## src/rtl/line_burst_adapter.sv

```systemverilog
// Purpose : moves whole 256-bit cache lines to/from a 64-bit burst memory port
//           (fill = gather 4 beats into a line, writeback = serialize a line as 4 beats).
// Latency : accept -> 4 beats -> one-cycle resp_o -> IDLE (5 edges minimum);
//           with LINE_ADAPTER_FWD_EN a fill reports resp_o in its last-beat cycle.
// Backpressure: memory paces beats with resp_i (unbounded stalls); new requests are
//           only sampled in IDLE, so the cache must hold read_i/write_i until accepted.
//
// Optional feature macro: LINE_ADAPTER_FWD_EN (fill forwarding of the final beat).
//
// Ports:
//   clk, rst          clock, asynchronous active-high reset
//   read_i, write_i   fill / writeback request from the cache (write wins on a tie)
//   address_i         line address, latched on accept
//   line_i            writeback line, latched on accept of write_i
//   line_o, resp_o    assembled/held line and one-cycle completion pulse
//   read_o, write_o   burst read / burst write request to memory
//   address_o         latched address, line aligned (bits [4:0] zero)
//   burst_o           current writeback beat
//   burst_i, resp_i   incoming fill beat and per-beat handshake from memory
module line_burst_adapter #(
  parameter int width       = 256,
  parameter int burst_width = 64
) (
  input  logic                   clk,
  input  logic                   rst,
  input  logic                   read_i,
  input  logic                   write_i,
  input  logic [31:0]            address_i,
  input  logic [width-1:0]       line_i,
  output logic [width-1:0]       line_o,
  output logic                   resp_o,
  output logic                   read_o,
  output logic                   write_o,
  output logic [31:0]            address_o,
  output logic [burst_width-1:0] burst_o,
  input  logic [burst_width-1:0] burst_i,
  input  logic                   resp_i
);

  typedef enum logic [1:0] {
    IDLE  = 2'd0,
    READ  = 2'd1,
    WRITE = 2'd2,
    DONE  = 2'd3
  } state_t;

  state_t             state;
  state_t             state_nxt;
  logic [1:0]         cnt;       // beat position; a line is exactly four beats
  logic [width-1:0]   buffer;    // line being gathered (fill) or drained (writeback)
  logic [31:0]        address;
  logic               last_beat; // memory is handing over beat 3 this cycle

  assign last_beat = resp_i && (cnt == 2'd3);

  // ---------------------------------------------------------------------------
  // Next-state logic
  // ---------------------------------------------------------------------------
  always_comb begin
    state_nxt = state;
    case (state)
      IDLE: begin
        if (write_i)     state_nxt = WRITE;
        else if (read_i) state_nxt = READ;
      end
      READ: begin
`ifdef LINE_ADAPTER_FWD_EN
        // Completion is reported in the last-beat cycle, so DONE is skipped.
        if (last_beat) state_nxt = IDLE;
`else
        if (last_beat) state_nxt = DONE;
`endif
      end
      WRITE: begin
        if (last_beat) state_nxt = DONE;
      end
      DONE: begin
        state_nxt = IDLE;
      end
      default: state_nxt = IDLE;
    endcase
  end

  // ---------------------------------------------------------------------------
  // Outputs
  // ---------------------------------------------------------------------------
  always_comb begin
    read_o  = (state == READ);
    write_o = (state == WRITE);
    resp_o  = (state == DONE);
    line_o  = buffer;
    burst_o = '0;
    if (state == WRITE) begin
      burst_o = buffer[cnt*burst_width +: burst_width];
    end
`ifdef LINE_ADAPTER_FWD_EN
    // Forward the final beat straight from the memory port; the lower three
    // beats are already in the buffer.
    if ((state == READ) && last_beat) begin
      resp_o = 1'b1;
      line_o = {burst_i, buffer[width-burst_width-1:0]};
    end
`endif
  end

  assign address_o = {address[31:5], 5'b0_0000};

  // ---------------------------------------------------------------------------
  // State, beat counter, line buffer, address
  // ---------------------------------------------------------------------------
  always_ff @(posedge clk or posedge rst) begin
    if (rst) begin
      state   <= IDLE;
      cnt     <= 2'd0;
      buffer  <= '0;
      address <= '0;
    end else begin
      state <= state_nxt;
      case (state)
        IDLE: begin
          if (write_i) begin
            buffer  <= line_i;
            address <= address_i;
            cnt     <= 2'd0;
          end else if (read_i) begin
            address <= address_i;
            cnt     <= 2'd0;
          end
        end
        READ: begin
          if (resp_i) begin
            buffer[cnt*burst_width +: burst_width] <= burst_i;
            cnt <= cnt + 2'd1;
          end
        end
        WRITE: begin
          if (resp_i) begin
            cnt <= cnt + 2'd1;
          end
        end
        default: ;
      endcase
    end
  end

endmodule

```

## config.mk

```make
export PLATFORM = sky130hd
export DESIGN_NAME = line_burst_adapter
export DESIGN_NICKNAME = d
export VERILOG_FILES = /design/src/rtl/line_burst_adapter.sv
export SDC_FILE = /design/constraint.sdc
export NUM_CORES = 1
export LEC_CHECK = 0
export ABC_AREA = 1
export CORE_AREA = 2 2 280 282
export DETAILED_ROUTE_END_ITERATION = 10
export DIE_AREA = 0 0 282 284
export HOLD_SLACK_MARGIN = 0.1
export PLACE_DENSITY = 0.48
export REMOVE_ABC_BUFFERS = 1
export SETUP_SLACK_MARGIN = 0.2
export SLEW_MARGIN = 25
export SYNTH_ARGS = -nofsm -noshare
export SYNTH_HDL_FRONTEND = slang
export SYNTH_SLANG_ARGS = --single-unit
export TNS_END_PERCENT = 50
```

## constraint.sdc

```tcl
create_clock -name clk -period 29.7 [get_ports clk]
set_clock_uncertainty 0.15 [all_clocks]
set_input_delay 4.455 -clock clk [delete_from_list [all_inputs] [get_ports clk]]
set_output_delay 4.455 -clock clk [all_outputs]
set_load 0.05 [all_outputs]
```

After elaboration in Yosys (flattened, before gate mapping)
Cells that the tools add are included.
{"block": "classes", "n_addsub": 2, "eq_ne": 9, "n_shift": 3, "muxes": 15, "reduce_logical": 10}
{"op": "$mux W256", "n": 2}
{"op": "$pmux W256 S2", "n": 1}
{"op": "$bwmux W256", "n": 1}
{"op": "$shift A64 B34 Y256 const A", "n": 1}
{"op": "$shiftx A256 B9 Y64", "n": 1}
{"op": "$shiftx A64 B34 Y256", "n": 1}
{"op": "$mux W32", "n": 2}
{"op": "$mux W64", "n": 1}
{"op": "$neg A8 Y34", "n": 1}
{"op": "$mux W2", "n": 6}
{"op": "$eq A2 B2 Y1 const B", "n": 3}
{"op": "$ne A2 B1 Y1 const B", "n": 3}
{"op": "$pmux W2 S3", "n": 1}
{"op": "$reduce_and A3 Y1", "n": 2}
{"op": "$reduce_bool A2 Y1", "n": 3}
{"op": "$pmux W2 S2", "n": 1}
{"op": "$reduce_and A2 Y1", "n": 2}
{"op": "$ne A3 B3 Y1 const B", "n": 1}
{"op": "$add A2 B1 Y2 const B", "n": 1}
{"op": "$eq A2 B1 Y1 const B", "n": 1}
{"op": "$logic_not A2 Y1", "n": 1}
{"op": "$ne A2 B2 Y1 const B", "n": 1}
{"op": "$reduce_or A2 Y1", "n": 1}
{"op": "$logic_and A1 B1 Y1", "n": 1}
{"block": "word_totals", "register_bits": 292, "in_bits": 357, "out_inout_bits": 355}

Logic depth before layout (Yosys ltp)
{"block": "depth", "ltp_word": 5, "mapped_depth": 14, "depth_no_buf": 9}

Worst setup path before layout
No wires, ideal clock.
{"block": "synth_timing", "path_type": "register -> output", "start": "register state[0]", "end": "output burst_o[10]", "arrival_time_ns": 2.112, "required_ns": 25.095, "setup_slack_ns": 22.983, "stages_incl_launch_ff": 6, "cell_sequence": "dfrtp_1 > inv_1 > ha_1 > inv_2 > clkbuf_1 > a21oi_1"}
{"block": "synth_via", "elab_chain_len": 2}
{"element": "from (decl)", "line": "47", "source": "state_t state;"}
{"element": "from (signal assigned)", "line": "118", "source": "state <= state_nxt;"}
{"element": "$eq A2 B2 Y1"}
{"element": "via write_o", "line": "33", "source": "output logic write_o,"}
{"element": "$mux W64", "line": "93", "source": "if (state == WRITE) begin"}
{"element": "to (decl)", "line": "35", "source": "output logic [burst_width-1:0] burst_o,"}
The timed path passes the listed nets, and every way through them passes these cells.

Final worst setup path
{"block": "layout_timing", "start": "register cnt[0]", "end": "output burst_o[57]"}
{"block": "layout_via", "elab_chain_len": 2}
{"element": "from (decl)", "line": "49", "source": "logic [1:0] cnt;"}
{"element": "from (signal assigned)", "line": "133", "source": "cnt <= cnt + 2'd1;"}
{"element": "from (signal assigned)", "line": "138", "source": "cnt <= cnt + 2'd1;"}
{"element": "$shiftx A256 B9 Y64", "line": "94", "source": "burst_o = buffer[cnt*burst_width +: burst_width];"}
{"element": "$mux W64", "line": "93"}
No other way between the ends.

==> impl_results.md <==
* Routability-driven placement congestion ratio at just over 0.8
* Number of buffers added by the clock tree synthesis step at between 40 and 50
* Clk root buf: clkbuf_16
* Synth warn at 0
* Fin crit share at between 20% and 30%
* Highest Clock Rate at 114 MHz
* Initial Utilization at between 20% and 30%
* Maximum number of pins on one net before global-route repair at ~130
* P_int at approximately 1.6 mW
* Via count at 21.4k
* Number of post-CTS setup repair buffers at 0
* Element type at the critical path end: primary output
* Share of power burned in registers at a little under a fifth
* Total track usage at around 25%
* HPWL after detailed placement at around 64000 um
* Portion of total power attributed to the clock network at roughly an eighth
* Remaining max-slew budget at the tightest pin at between 30 and 40%
* P_leak at roughly 13 nW
* Required arrival time at the worst endpoint at roughly 25000 ps
* Count of pins over their slew limit at 0
* # rows at 102
* Wire length of the first global-routing pass at about 150000 um
* Sequential element share of the synthesized area at between 30% and 40%
* Number of distinct library cells after synthesis at 26
* Core footprint at about 77000 um^2
* Synthesized area per cell at between 6 and 7 um^2
* Switching power at 2.24 mW
* Horizontal die dimension at approximately 280 um
* Top Family by Delay on Critical Path: buffers and inverters
* Most frequent cells in the layout: nand2_1 (1771), clkdlybuf4s50_1 (701), dfrtp_1 (286)
* Comb pwr share at between 60% and 70%
* Setup repair after global routing missed its margin: false
* Count of unresolved DRC violations after routing at 0
* Most frequent standard cell in the layout excluding fill and tap cells: nand2_1
* Crit path buffers/inverters at 4
* Average vias per placed instance at between 4 and 5
* Count of nets after finishing at about 3.9k
* Vias in the first global route at between 20k and 25k
* Max-Cap Viols at 0
* Port Buf Inserts at 701
* Number of cells upsized or downsized after cts at 0
* Die ar. at between 80000 and 90000 um^2
* CTS tree: yes
* Antenna violations before repair at 17
* Max rail drop VDD at 0.0700 mV
* Library cell contributing the largest single delay on the critical path: clkdlybuf4s50_1
* Top fanout value on the critical path at 57
* #FFs+latches synth at around 290
* Count of boundary I/O pins at 712
* Min-delay worst type: flop to flop
* Clock network latency to the later pin of the worst-skew pair at around 560 ps
* Clock H-tree levels at 2
* Share of cells above drive strength 1 at 3.65%
* Die Span Y at ~280 um
* Status: finished clean
* Final Hold Fails at 0
* Maximum count of clock buffers along a single path at 3
* Max stage delay on crit path at between 900 and 1000 ps
* Number of filler instances in the final layout at 8331
* Hold bufs inserted after CTS at 0
* Number of instances in the synthesized netlist at 2961
* Power per standard cell area at 138 nW/um^2
* Critical path start-end classification: flop to primary output
* Fraction of power spent switching nets at between 50% and 60%
* Final Hold Slack at ~350 ps
* Setup TNS at 0 ps
* Startpoint type of the worst setup path: flop
* Final setup vio count at 0
* Synthesis-to-layout area growth at 48.0%
* Total Routed Length at about 100000 um
* Cell-by-cell listing of the critical path: inv_6, buf_4, buf_16, nand2_1, nand2_1, nand2_1, a21oi_1, clkdlybuf4s50_1
* Cell area after synthesis at ~19000 um^2
* Num Clock Sinks at ~290
* Antenna Violating Nets Remaining at 0
* Detailed-routing iteration count for the pre-antenna-repair pass at 5
* Most frequent cell on the critical path: nand2_1
* Minimum clock period at between 8000 and 9000 ps
* Clk slew on worst S/H paths at around 60 ps
* First DRT Iteration DRCs at roughly 1.4k
* Slew @ Worst Pin at slightly below 1000 ps
* Post-detailed-route wirelength per cell at 22.4 um
* CP arrival at ~4200 ps
* Grt ovf at 0
[registers in the layout (all words and copies together), names as in the netlist]
register	count
address	27
state	2
line_o	256
cnt	2
[final cells by class]
| class | count | area [um^2] | share of cell area (%) |
|---|---|---|---|
| Inverter | 39 | 176 | 0.637 |
| Clock inverter | 8 | 96.3 | 0.348 |
| Tap cell | 1040 | 1300 | 4.70 |
| Antenna cell | 15 | 37.5 | 0.135 |
| Timing Repair Buffer | 741 | 7410 | 26.7 |
| Multi-Input combinational cell | 2421 | 10200 | 37.0 |
| Clock buffer | 63 | 1250 | 4.52 |
| Sequential cell | 287 | 7190 | 25.9 |
[power groups by stage]
stage	Clock (mW)	Sequential, mW	Combinational (mW)
final	0.507	0.731	2.59
after global routing	0.534	0.753	2.76
after CTS	0.519	0.731	2.59
after detailed placement	0	0.734	2.59
after global placement	0	0.734	2.58
after floorplan	0	1.29	0.963
[per-layer routing]
layer / vias up / track usage [%] / wire length, um
met5: - / 0 / 66
met1: 10200 / 32.2 / 43600
li1: 10300 / - / -
met4: 10 / 7.29 / 2700
met3: 136 / 6.33 / 8040
met2: 780 / 41.8 / 48800
[kinds of logic after synthesis]
kind of cell	share of synthesized area, %
adder cells (fa/ha/maj)	0.669
AO/OA/AOI/OAI	6.02
other	0.0200
buffers and inverters	7.10
AND/OR/NAND/NOR	47.8
flip-flops	38.4
[synthesized netlist by cell type]
library cell | number | share of area, %
o21ai_1 | 7 | 0.19
nand2_4 | 1 | 0.060
nand2_1 | 1771 | 36
nor2_2 | 1 | 0.033
buf_1 | 1 | 0.020
nor2_8 | 8 | 0.86
clkbuf_2 | 1 | 0.027
inv_8 | 1 | 0.060
inv_2 | 5 | 0.10
buf_6 | 2 | 0.12
ha_1 | 10 | 0.67
inv_4 | 1 | 0.033
nand3_1 | 67 | 1.8
nand2_2 | 2 | 0.067
conb_1 | 1 | 0.020
o21ai_0 | 152 | 4.1
nor2_1 | 195 | 3.9
clkbuf_1 | 44 | 0.88
buf_4 | 50 | 2.0
nand2_8 | 1 | 0.11
nor2_4 | 3 | 0.18
a21oi_1 | 66 | 1.8
inv_1 | 32 | 0.64
buf_2 | 120 | 3.2
dfrtp_1 | 287 | 38
nand3b_1 | 132 | 5.3
[final timing paths]
check                             from     endpoint  slack [ps]  depth (start not counted)
max                             cnt[0]  burst_o[57]       20930                          8
min in group asynchronous          rst  address[27]        4300                          2
min reg2reg                line_o[251]  line_o[251]         350                          2
max reg2reg                     cnt[0]  line_o[115]       25210                          9
min                        line_o[251]  line_o[251]         350                          2
max in group asynchronous          rst  line_o[229]       23030                          4
[tightest hold or removal path, stage by stage, from the launching register on]
cell     delay [ps]
dfrtp_1         350
nand2_1          60
nand2_1          50
[metrics by stage]
| step | power [mW] | instance area, um^2 | std cells | setup slack (ps) | utilization (%) |
|---|---|---|---|---|---|
| finish | 3.82 | 27700 | 4614 | 20930 | 36.0 |
| CTS | 3.84 | 27600 | 4596 | 20610 | 35.8 |
| detailed placement | 3.32 | 26200 | 4525 | 21240 | 34.1 |
| floorplan | 2.25 | 17600 | 2747 | 17170 | - |
| global route | 4.05 | 27700 | 4610 | 20740 | 36.0 |
| global placement | 3.31 | 26200 | 4524 | 21200 | 34.1 |
Note: power is estimated with default switching activity, not from simulation.
